**src/rtl/instr_loader.sv**
```systemverilog
// instr_loader: boot-time program loader.
//
// Receives a byte stream over a valid/ready handshake, assembles 16-bit
// instruction words and writes them into instruction memory at the
// addresses the core's PC will fetch (BASE_ADDR, BASE_ADDR+ADDR_STRIDE, ...).
// The core is held in reset until the whole image has been written.
//
// Stream format: len_lo, len_hi (word count N, little-endian), then N words,
// each sent low byte first. With LOADER_CHECKSUM_EN defined, one trailing
// byte follows that must equal the XOR of every preceding byte.
//
// Optional feature macro: LOADER_CHECKSUM_EN (adds the CHK state).
//
// Ports:
//   clk        system clock, rising edge
//   rst        asynchronous active-high reset
//   start      one-cycle pulse that begins a load (ignored while busy)
//   in_data    stream byte
//   in_valid   in_data is valid
//   in_ready   loader accepts a byte this cycle
//   imem_we    instruction memory write enable (one cycle per word)
//   imem_addr  instruction memory write address
//   imem_wd    instruction memory write data {hi, lo}
//   cpu_rst    active-high reset to the core (low only in DONE)
//   busy       load in progress
//   done       image loaded, core released
//   err        load aborted (length too large or bad checksum)
module instr_loader #(
  parameter logic [15:0] BASE_ADDR   = 16'h0000,
  parameter logic [15:0] ADDR_STRIDE = 16'd4,
  parameter int          DEPTH_WORDS = 256
) (
  input  logic        clk,
  input  logic        rst,
  input  logic        start,
  input  logic [7:0]  in_data,
  input  logic        in_valid,
  output logic        in_ready,
  output logic        imem_we,
  output logic [15:0] imem_addr,
  output logic [15:0] imem_wd,
  output logic        cpu_rst,
  output logic        busy,
  output logic        done,
  output logic        err
);

  typedef enum logic [3:0] {
    S_IDLE    = 4'd0,
    S_LEN_LO  = 4'd1,
    S_LEN_HI  = 4'd2,
    S_DATA_LO = 4'd3,
    S_DATA_HI = 4'd4,
    S_WRITE   = 4'd5,
`ifdef LOADER_CHECKSUM_EN
    S_CHK     = 4'd6,
`endif
    S_DONE    = 4'd7,
    S_ERR     = 4'd8
  } state_t;

  // State entered once the image body is complete (N=0 or last word written).
`ifdef LOADER_CHECKSUM_EN
  localparam state_t S_LAST = S_CHK;
`else
  localparam state_t S_LAST = S_DONE;
`endif

  localparam logic [15:0] DEPTH_LIMIT = 16'(DEPTH_WORDS);

  state_t      state_r;
  state_t      state_s;
  logic [7:0]  len_lo_r;
  logic [15:0] cnt_r;
  logic [15:0] addr_r;
  logic [7:0]  lo_r;
  logic [7:0]  hi_r;
  logic [15:0] len_s;
  logic        accept_s;

  logic        in_ready_r;
  logic        imem_we_r;
  logic        cpu_rst_r;
  logic        busy_r;
  logic        done_r;
  logic        err_r;

  logic        in_ready_s;
  logic        imem_we_s;
  logic        cpu_rst_s;
  logic        busy_s;
  logic        done_s;
  logic        err_s;

`ifdef LOADER_CHECKSUM_EN
  logic [7:0]  csum_r;

  // Running XOR checksum update over one accepted byte.
  function automatic logic [7:0] csum_next(input logic [7:0] acc, input logic [7:0] b);
    return acc ^ b;
  endfunction
`endif

  // in_ready_r always mirrors the decode of state_r, so the handshake uses
  // only registered information from this side.
  assign accept_s = in_valid & in_ready_r;
  assign len_s    = {in_data, len_lo_r};

  // Next-state logic.
  always_comb begin
    state_s = state_r;
    case (state_r)
      S_IDLE, S_DONE, S_ERR: begin
        if (start) state_s = S_LEN_LO;
        else       state_s = state_r;
      end
      S_LEN_LO: begin
        if (accept_s) state_s = S_LEN_HI;
        else          state_s = state_r;
      end
      S_LEN_HI: begin
        if (accept_s) begin
          if (len_s > DEPTH_LIMIT)  state_s = S_ERR;
          else if (len_s == 16'd0)  state_s = S_LAST;
          else                      state_s = S_DATA_LO;
        end else begin
          state_s = state_r;
        end
      end
      S_DATA_LO: begin
        if (accept_s) state_s = S_DATA_HI;
        else          state_s = state_r;
      end
      S_DATA_HI: begin
        if (accept_s) state_s = S_WRITE;
        else          state_s = state_r;
      end
      S_WRITE: begin
        // cnt_r still holds the count including the word being written now.
        if (cnt_r == 16'd1) state_s = S_LAST;
        else                state_s = S_DATA_LO;
      end
`ifdef LOADER_CHECKSUM_EN
      S_CHK: begin
        if (accept_s) begin
          if (in_data == csum_r) state_s = S_DONE;
          else                   state_s = S_ERR;
        end else begin
          state_s = state_r;
        end
      end
`endif
      default: state_s = S_IDLE;
    endcase
  end

  // Output decode of the next state; registered below so outputs change
  // together with the state register.
  always_comb begin
    in_ready_s = 1'b0;
    imem_we_s  = 1'b0;
    cpu_rst_s  = 1'b1;
    busy_s     = 1'b0;
    done_s     = 1'b0;
    err_s      = 1'b0;
    case (state_s)
      S_LEN_LO, S_LEN_HI, S_DATA_LO, S_DATA_HI: begin
        in_ready_s = 1'b1;
        busy_s     = 1'b1;
      end
`ifdef LOADER_CHECKSUM_EN
      S_CHK: begin
        in_ready_s = 1'b1;
        busy_s     = 1'b1;
      end
`endif
      S_WRITE: begin
        imem_we_s = 1'b1;
        busy_s    = 1'b1;
      end
      S_DONE: begin
        cpu_rst_s = 1'b0;
        done_s    = 1'b1;
      end
      S_ERR: begin
        err_s = 1'b1;
      end
      default: begin
        in_ready_s = 1'b0;
      end
    endcase
  end

  // State and output registers.
  always_ff @(posedge clk or posedge rst) begin
    if (rst) begin
      state_r    <= S_IDLE;
      in_ready_r <= 1'b0;
      imem_we_r  <= 1'b0;
      cpu_rst_r  <= 1'b1;
      busy_r     <= 1'b0;
      done_r     <= 1'b0;
      err_r      <= 1'b0;
    end else begin
      state_r    <= state_s;
      in_ready_r <= in_ready_s;
      imem_we_r  <= imem_we_s;
      cpu_rst_r  <= cpu_rst_s;
      busy_r     <= busy_s;
      done_r     <= done_s;
      err_r      <= err_s;
    end
  end

  // Datapath: length capture, byte assembly, address/count, checksum.
  always_ff @(posedge clk or posedge rst) begin
    if (rst) begin
      len_lo_r <= 8'h00;
      cnt_r    <= 16'h0000;
      addr_r   <= BASE_ADDR;
      lo_r     <= 8'h00;
      hi_r     <= 8'h00;
`ifdef LOADER_CHECKSUM_EN
      csum_r   <= 8'h00;
`endif
    end else begin
      case (state_r)
        S_IDLE, S_DONE, S_ERR: begin
          if (start) begin
            addr_r <= BASE_ADDR;
            cnt_r  <= 16'h0000;
`ifdef LOADER_CHECKSUM_EN
            csum_r <= 8'h00;
`endif
          end
        end
        S_LEN_LO: begin
          if (accept_s) begin
            len_lo_r <= in_data;
`ifdef LOADER_CHECKSUM_EN
            csum_r   <= csum_next(csum_r, in_data);
`endif
          end
        end
        S_LEN_HI: begin
          if (accept_s) begin
            cnt_r  <= len_s;
`ifdef LOADER_CHECKSUM_EN
            csum_r <= csum_next(csum_r, in_data);
`endif
          end
        end
        S_DATA_LO: begin
          if (accept_s) begin
            lo_r   <= in_data;
`ifdef LOADER_CHECKSUM_EN
            csum_r <= csum_next(csum_r, in_data);
`endif
          end
        end
        S_DATA_HI: begin
          if (accept_s) begin
            hi_r   <= in_data;
`ifdef LOADER_CHECKSUM_EN
            csum_r <= csum_next(csum_r, in_data);
`endif
          end
        end
        S_WRITE: begin
          // Address wraps naturally at 16 bits.
          addr_r <= addr_r + ADDR_STRIDE;
          cnt_r  <= cnt_r - 16'd1;
        end
        default: begin
          cnt_r <= cnt_r;
        end
      endcase
    end
  end

  assign in_ready  = in_ready_r;
  assign imem_we   = imem_we_r;
  assign imem_addr = addr_r;
  assign imem_wd   = {hi_r, lo_r};
  assign cpu_rst   = cpu_rst_r;
  assign busy      = busy_r;
  assign done      = done_r;
  assign err       = err_r;

endmodule

```
**config.mk**
```make
export PLATFORM = sky130hd
export DESIGN_NAME = instr_loader
export DESIGN_NICKNAME = d
export VERILOG_FILES = /design/src/rtl/instr_loader.sv
export SDC_FILE = /design/constraint.sdc
export NUM_CORES = 1
export LEC_CHECK = 0
export ABC_AREA = 1
export CAP_MARGIN = 20
export CORE_UTILIZATION = 44
export DETAILED_ROUTE_END_ITERATION = 10
export PLACE_DENSITY = 0.66
export REMOVE_ABC_BUFFERS = 1
export SYNTH_ARGS = -nofsm -noshare
export SYNTH_HDL_FRONTEND = slang
export SYNTH_SLANG_ARGS = --single-unit
```
**constraint.sdc**
```tcl
create_clock -name clk -period 5.22 [get_ports clk]
set_input_delay 1.044 -clock clk [delete_from_list [all_inputs] [get_ports clk]]
set_output_delay 1.044 -clock clk [all_outputs]
set_load 0.02 [all_outputs]
```
==> results.json, run 1 <==
{
  "dieArea_um2": 8490,
  "first_global_vias": 2820,
  "clkPwrFrac_pct": 17.3,
  "start_util_pct": 45.8,
  "pin_count": 50,
  "track_usage_pct": 20.9,
  "hpwlAfterDp_mm": 6.05,
  "grt_util_met3_pct": 3.98,
  "synth-main-ff-cell": "dfrtp_1",
  "final-hold-violation-count": 0,
  "dp_slack_ns": 2.48,
  "synthTopCellsByCount": "nand2_1, dfrtp_1, nor2_1",
  "route.detailed.drc": 0,
  "antenna_cells": 0,
  "clock-skew-final_ns": 0.0111,
  "met1_usage_pct": 29.8,
  "grt_start_max_net_pins": 35,
  "cts_buffer_depth": 2,
  "globalplace.congestion": 0.866,
  "die_x_um": 92.1,
  "yosysMostFrequentCell": "nand2_1",
  "vias_per_cell": 5.07,
  "slowest_delay_ns": 0.59,
  "path_buf_inv": 1,
  "drt_wl_total_mm": 8.09,
  "slew_headroom_pct": 54.1,
  "yosysWarningCount": 0,
  "wl_per_cell_um": 13.2,
  "fillers": 756,
  "rr_worst_depth": 8,
  "holdPathStages": 2,
  "grt-ovfl-total": 0,
  "fin_nets": 521,
  "cts.htree.levels": 3,
  "crit_path_cell_trace": "clkdlybuf4s50_1",
  "leakagePower_uw": 0.00206,
  "vdd_ir_drop_max_uv": 285,
  "worstMarginPinSlew_ns": 0.688,
  "drv_slew": 0,
  "p_switching_uw": 1140,
  "worst_slack_ns": 2.74,
  "core-area_um2": 7810,
  "synth_cell_type_count": 38,
  "crit_arrival_ns": 1.44,
  "cts_buffers": 9,
  "drtIter0Drc": 125,
  "dr.pass1.iters": 4,
  "antenna_found_initial": 0,
  "grt.busiest_layer": "met2",
  "ctsHoldBuffers": 0,
  "hold_path_class": "register to register",
  "finalSetupTns_ns": 0,
  "synth-seq-cells": 64,
  "synth_area_leaders": "dfrtp_1, nand2_1, o21ai_0, nor2_1, inv_1",
  "cp_slowest_cell": "clkdlybuf4s50_1",
  "post-route-period-util_pct": 47.5,
  "cts_tree": "built",
  "crit_cells": 1,
  "grt_use_met2_pct": 31.2,
  "crit_type": "register to output pin",
  "maxCapViolations": 0,
  "num_rows": 32,
  "clk_latency_ns": 0.35,
  "synth_top_area_share_pct": 44.1,
  "finalSetupViolCount": 0,
  "end_kind": "output pin",
  "cts_num_sinks": 64,
  "p_seq_share_pct": 31.7,
  "cp-start-kind": "register",
  "area_growth_pct": 19.7,
  "vias": 3105,
  "clock.fmax_mhz": 403,
  "grt_pass1_wl_mm": 13.8,
  "io_buffers": 47,
  "path_clk_slew_ns": 0.07,
  "crit_family": "buffers and inverters",
  "min_period_ns": 2.48,
  "root_buffer": "clkbuf_8",
  "synth.avg_cell_area_um2": 7.80,
  "synth_edf_count": 0,
  "p_comb_share_pct": 50.9,
  "cts_setup_buffers": 0,
  "die_h_um": 92.1,
  "rsz0062_at_grt": "false",
  "drive_gt1_share_pct": 12.7,
  "synthCells": 458,
  "intPower_uw": 1330,
  "async_reset_ff_share_pct": 100,
  "synth_top_area_cell": "dfrtp_1",
  "status": "completed",
  "ant_nets": 0,
  "crit_required_ns": 4.18,
  "swShare_pct": 46.2,
  "syn_area_um2": 3570,
  "cts_resized": 0,
  "powerDensity_nw_per_um2": 578,
  "ys_seq_area_share_pct": 44.8,
  "path_max_fanout": 1
}
[per-stage QoR]
stage | area, um^2 | total power [uW] | hold WS [ns] | util, % | instances
CTS | 4280 | 2490 | 0.494 | 54.8 | 613
global route | 4280 | 2670 | 0.519 | 54.8 | 613
global placement | 4080 | 2020 | 0.468 | 52.2 | 597
finish | 4280 | 2470 | 0.489 | 54.8 | 613
detailed placement | 4080 | 2050 | 0.475 | 52.2 | 597
floorplan | 3470 | 1690 | 0.465 | - | 446
[worst min-delay path: stages (launching register included)]
cell and delay, ns:
dfrtp_1 0.35, nand2_1 0.05, o21ai_0 0.06
[sequential cells by signal, summed over array words and instances, names as in the netlist]
register and cells:
len_lo_r 8, lo_r 8, in_ready 1, err 1, imem_we 1, cnt_r 16
state_r 4, imem_addr 14, busy 1, cpu_rst 1, hi_r 8, done 1
[cell usage in the layout (no fill, tap or decap), types with 3 or more instances in the layout]
master and count:
o21ai_0 46, ha_1 3, inv_1 49, o22ai_1 5, nor2_4 3, nand3_1 24, nand2_2 11, nand2_4 6
nor2_2 3, nand4_1 6, inv_2 7, nor3_1 3, o21ai_1 7, o21ai_2 8, a21oi_1 12, nand3_2 3
clkbuf_8 10, clkdlybuf4s50_1 47, dfrtp_1 63, nand2_1 118, nor2_1 52
[cell families (layout without fill, tap and decap cells)]
logic type,Yosys count,in the layout,synth area share [%]
buffers and inverters,69,121,9.03
and+or+nand+nor,236,236,31.3
other,1,2,0.105
xor gates and xnor gates,1,1,0.245
DFF,64,64,44.8
adders and majority gates,3,3,1.05
AOI/OAI and AO/OA,84,84,13.4
[power groups by stage]
stage	Clock, uW	Sequential, uW	Combinational [uW]
6_report	429	784	1260
5_1_grt	459	802	1410
4_1_cts	439	783	1260
3_5_place_dp	0	789	1260
3_3_place_gp	0	787	1240
2_1_floorplan	0	843	845
[final cells by class]
class / count / area (um^2) / share of cell area (%)
Clock inverter: 4 / 53.8 / 1.26
Tap cell: 102 / 128 / 2.98
Multi-Input combinational cell: 326 / 1650 / 38.6
Clock buffer: 12 / 145 / 3.39
Sequential cell: 64 / 1600 / 37.5
Inverter: 56 / 210 / 4.91
Timing Repair Buffer: 49 / 485 / 11.3
[routing by layer]
| layer | vias up | wire (um) | share of wire, % |
|---|---|---|---|
| met2 | 78 | 3580 | 44 |
| met5 | - | 0 | 0 |
| met3 | 11 | 427 | 5.3 |
| met4 | 0 | 141 | 1.7 |
| met1 | 1458 | 3940 | 49 |
| li1 | 1558 | - | - |
[final timing paths]
kind	from	to	slack, ns
max in group asynchronous	rst	cnt_r[6]	3.23
max reg2reg	state_r[3]	cnt_r[9]	3.16
max	cpu_rst	cpu_rst	2.74
min in group asynchronous	rst	lo_r[1]	1.11
min	lo_r[5]	lo_r[5]	0.49
min reg2reg	lo_r[5]	lo_r[5]	0.49
Power figures use the tool's default switching activity.
==> run 2, diff against run 1 <==
--- a/config.mk
+++ b/config.mk
@@ -9,7 +9,7 @@
 export CAP_MARGIN = 20
 export CORE_UTILIZATION = 44
 export DETAILED_ROUTE_END_ITERATION = 10
-export PLACE_DENSITY = 0.66
+export PLACE_DENSITY = 0.69
 export REMOVE_ABC_BUFFERS = 1
 export SYNTH_ARGS = -nofsm -noshare
 export SYNTH_HDL_FRONTEND = slang
==> constraint.sdc (replaced) <==
create_clock -name clk -period 2.07 [get_ports clk]
set_input_delay 0.414 -clock clk [delete_from_list [all_inputs] [get_ports clk]]
set_output_delay 0.414 -clock clk [all_outputs]
set_load 0.02 [all_outputs]
==> results.json, run 2 (synthesized netlist as in run 1, its figures left out) <==
{
  "cts_buffers": 9,
  "p_total_uw": 6210,
  "regMostFlops": "cnt_r",
  "drv_slew": 0,
  "status": "completed",
  "clk_latency_ns": 0.34,
  "cts_tree": "built",
  "vias_per_cell": 5.04,
  "grt_start_max_net_pins": 65,
  "first_global_vias": 3128,
  "grt_use_met2_pct": 35.9,
  "grt_pass1_wl_mm": 14.6,
  "leakagePower_uw": 0.00209,
  "drtIter0Drc": 151,
  "met1_usage_pct": 29.0,
  "dieArea_um2": 8490,
  "hpwlAfterDp_mm": 6.23,
  "cp-start-kind": "register",
  "die_h_um": 92.1,
  "slowest_delay_ns": 0.59,
  "globalplace.congestion": 0.919,
  "crit_start": "cpu_rst",
  "r2r_start": "cnt_r[0]",
  "end_kind": "output pin",
  "pin_count": 50,
  "area_growth_pct": 20.8,
  "clock.fmax_mhz": 537,
  "ctsHoldBuffers": 0,
  "grt_util_met3_pct": 4.89,
  "hold_path_class": "input pin to async pin",
  "cts_num_sinks": 64,
  "path_clk_slew_ns": 0.07,
  "route.detailed.drc": 0,
  "largest_reg_flops": 16,
  "vdd_ir_drop_max_uv": 472,
  "start_util_pct": 45.8,
  "crit_family": "buffers and inverters",
  "cp_slowest_cell": "clkdlybuf4s50_1",
  "fillers": 765,
  "root_buffer": "clkbuf_8",
  "ant_nets": 0,
  "io_buffers": 47,
  "post-route-period-util_pct": 89.9,
  "vias": 3129,
  "cts_setup_buffers": 0,
  "final-hold-violation-count": 0,
  "layout_common_cells": "nand2_1, dfrtp_1, nor2_1, inv_1, clkdlybuf4s50_1",
  "min_period_ns": 1.86,
  "dr.pass1.iters": 4,
  "wl_per_cell_um": 13.4,
  "crit_arrival_ns": 1.45,
  "crit_required_ns": 1.66,
  "die_x_um": 92.1,
  "cts.htree.levels": 3,
  "maxCapViolations": 0,
  "path_buf_inv": 1,
  "track_usage_pct": 22.1,
  "cts_resized": 0,
  "reg2reg_slack_ns": 0.27,
  "cts_buffer_depth": 2,
  "grt-ovfl-total": 0,
  "grt.busiest_layer": "met2",
  "clock-skew-final_ns": 0.0108,
  "finalSetupViolCount": 0,
  "rsz0062_at_grt": "false",
  "antenna_cells": 0,
  "powerDensity_nw_per_um2": 1440,
  "fin_nets": 529,
  "path_max_fanout": 1,
  "crit_path_cell_trace": "clkdlybuf4s50_1",
  "antenna_found_initial": 0,
  "final_common_cell": "nand2_1",
  "finalSetupTns_ns": 0,
  "crit_type": "register to output pin",
  "core-area_um2": 7810,
  "drt_wl_total_mm": 8.30,
  "num_rows": 32,
  "drive_gt1_share_pct": 14.1
}
## run 2: cell types whose count changed in the layout (fill, tap and decap cells not counted), sizes merged
cell / change
buf: +8
bufinv: -1
clkbuf: -1
clkinv: +2
## run 2: path summary, 6_finish.rpt
check | cells after the start | end
max | 1 | cpu_rst
min in group clk | 2 | lo_r[6]
max in group asynchronous | 3 | cpu_rst
min reg2reg | 2 | lo_r[6]
max reg2reg | 10 | cnt_r[10]
min | 3 | lo_r[6]
## run 2: layout make-up
type	instances	area (um^2)	share of cell area [%]
repair buffers	57	558	12.9
clock inverters	5	33.8	0.783
well taps	102	128	2.96
multi-input cells	326	1650	38.3
flip-flops and latches	64	1600	37.1
inverters	56	210	4.87
clock buffers	11	131	3.04
## run 2: through the flow
| stage | std cells | cell area (um^2) | utilization, % | setup slack (ns) | hold WS (ns) |
|---|---|---|---|---|---|
| after floorplan | 446 | 3470 | - | 0.0596 | 0.465 |
| after global placement | 605 | 4150 | 53.2 | 0.137 | 0.468 |
| after detailed placement | 605 | 4150 | 53.2 | 0.0914 | 0.474 |
| after CTS | 621 | 4320 | 55.3 | 0.192 | 0.492 |
| after global routing | 621 | 4320 | 55.3 | 0.0553 | 0.505 |
| final | 621 | 4320 | 55.3 | 0.209 | 0.487 |
## run 2: report_power, final
group          switching [uW]  total (uW)  internal [uW]  leakage, uW
Sequential                326        1970           1650     0.000849
Combinational            2130        3320           1190      0.00116
Clock                     482         914            432    0.0000793
## run 2: layer usage
layer | wire [um] | part of all wire [%]
met4 | 138 | 1.7
met1 | 3840 | 46
met2 | 3910 | 47
met3 | 412 | 5.0
met5 | 0 | 0
==> run 3, diff against run 2 <==
--- a/config.mk
+++ b/config.mk
@@ -9,7 +9,7 @@
 export CAP_MARGIN = 20
 export CORE_UTILIZATION = 44
 export DETAILED_ROUTE_END_ITERATION = 10
-export PLACE_DENSITY = 0.69
+export PLACE_DENSITY = 0.66
 export REMOVE_ABC_BUFFERS = 1
 export SYNTH_ARGS = -nofsm -noshare
 export SYNTH_HDL_FRONTEND = slang
==> constraint.sdc (replaced) <==
create_clock -name clk -period 2 [get_ports clk]
set_input_delay 0.4 -clock clk [delete_from_list [all_inputs] [get_ports clk]]
set_output_delay 0.4 -clock clk [all_outputs]
set_load 0.02 [all_outputs]
==> results.json, run 3 (synthesized netlist as in run 1, its figures left out) <==
{
  "largest_reg_flops": 16,
  "cts_num_sinks": 64,
  "die_h_um": 92.1,
  "status": "completed",
  "vias": 3132,
  "grt_pass1_wl_mm": 14.0,
  "die_x_um": 92.1,
  "crit_type": "register to output pin",
  "ctsHoldBuffers": 0,
  "regMostFlops": "cnt_r",
  "cts.htree.levels": 3,
  "drtIter0Drc": 178,
  "area_growth_pct": 22.3,
  "cp_slowest_cell": "clkdlybuf4s50_1",
  "cts_resized": 0,
  "min_period_ns": 1.85,
  "start_util_pct": 45.8,
  "crit_cells": 1,
  "final-hold-violation-count": 0,
  "layout_common_cells": "nand2_1, dfrtp_1, nor2_1, inv_1, clkdlybuf4s50_1",
  "end_kind": "output pin",
  "wl_per_cell_um": 13.3,
  "pin_count": 50,
  "core-area_um2": 7810,
  "fin_nets": 534,
  "io_buffers": 47,
  "final_common_cell": "nand2_1",
  "grt-ovfl-total": 0,
  "crit_family": "buffers and inverters",
  "path_max_fanout": 1,
  "first_global_vias": 2858,
  "path_buf_inv": 1,
  "crit_required_ns": 1.60,
  "post-route-period-util_pct": 92.3,
  "maxCapViolations": 0,
  "crit_arrival_ns": 1.45,
  "fin_area_um2": 4370,
  "root_buffer": "clkbuf_8",
  "place_area_um2": 4190,
  "globalplace.congestion": 0.896,
  "dieArea_um2": 8490,
  "powerDensity_nw_per_um2": 1510,
  "grt_use_met2_pct": 32.6,
  "leakagePower_uw": 0.00213,
  "grt.busiest_layer": "met2",
  "clk_latency_ns": 0.34,
  "ant_nets": 0,
  "cp-start-kind": "register",
  "cts_setup_buffers": 0,
  "met1_usage_pct": 30.2,
  "track_usage_pct": 21.2,
  "cts_buffer_depth": 2,
  "path_clk_slew_ns": 0.08,
  "num_rows": 32,
  "route.detailed.drc": 0,
  "crit_path_cell_trace": "clkdlybuf4s50_1",
  "clock-skew-final_ns": 0.0143,
  "cts_tree": "built",
  "fillers": 747,
  "antenna_found_initial": 0,
  "drt_wl_total_mm": 8.34,
  "cts_buffers": 9,
  "grt_util_met3_pct": 3.48,
  "hold_path_class": "input pin to async pin",
  "dr.pass1.iters": 5,
  "drive_gt1_share_pct": 15.3,
  "rsz0062_at_grt": "false",
  "rr_worst_depth": 8,
  "slowest_delay_ns": 0.59,
  "clock.fmax_mhz": 542,
  "finalSetupTns_ns": 0,
  "drv_slew": 0,
  "vias_per_cell": 5.00,
  "vdd_ir_drop_max_uv": 655,
  "grt_start_max_net_pins": 65,
  "hpwlAfterDp_mm": 6.15,
  "finalSetupViolCount": 0,
  "antenna_cells": 0
}
run 3: cell type report:
cell class / instances / area [um^2] / area share, %
Timing Repair Buffer: 62 / 596 / 13.6
Clock buffer: 10 / 138 / 3.15
Multi-Input combinational cell: 326 / 1650 / 37.8
Tap cell: 102 / 128 / 2.92
Clock inverter: 6 / 43.8 / 1.00
Sequential cell: 64 / 1600 / 36.7
Inverter: 56 / 210 / 4.81
run 3: report_power, final:
group          leakage (uW)  switching [uW]  internal (uW)
Sequential         0.000849             328           1700
Combinational       0.00119            2240           1300
Clock             0.0000926             532            487
run 3: metal layers:
layer  routed length (um)  vias up
met2                 3740       98
met5                    0        -
li1                     -     1581
met3                  406        6
met1                 4110     1447
met4                   82        0
run 3: metrics by stage:
step           hold WS [ns]  std cells  total power, uW  setup slack (ns)  util (%)
4_1_cts               0.455        626             6610             0.136      56.0
5_1_grt               0.477        626             7130             0.121      56.0
6_report              0.430        626             6590             0.155      56.0
3_5_place_dp          0.477        610             5570            0.0288      53.7
2_1_floorplan         0.465        446             4410           0.00355         -
3_3_place_gp          0.467        610             5510            0.0631      53.7
run 3: worst paths after layout:
check / from / endpoint / slack, ns
worst min-delay path: rst / hi_r[1] / 0.43
max in group asynchronous: rst / cpu_rst / 1.22
min in group clk: hi_r[1] / hi_r[1] / 0.49
worst max register to register: state_r[3] / cnt_r[9] / 0.26
worst min register to register: hi_r[1] / hi_r[1] / 0.49
worst max-delay path: cpu_rst / cpu_rst / 0.15
run 3: worst reg2reg max path, delay by kind of cell, from the launching register on:
| kind | cells | cell delay [ns] |
|---|---|---|
| AND/OR/NAND/NOR | 7 | 0.95 |
| flip-flops | 1 | 0.47 |
| AO/OA/AOI/OAI | 1 | 0.20 |
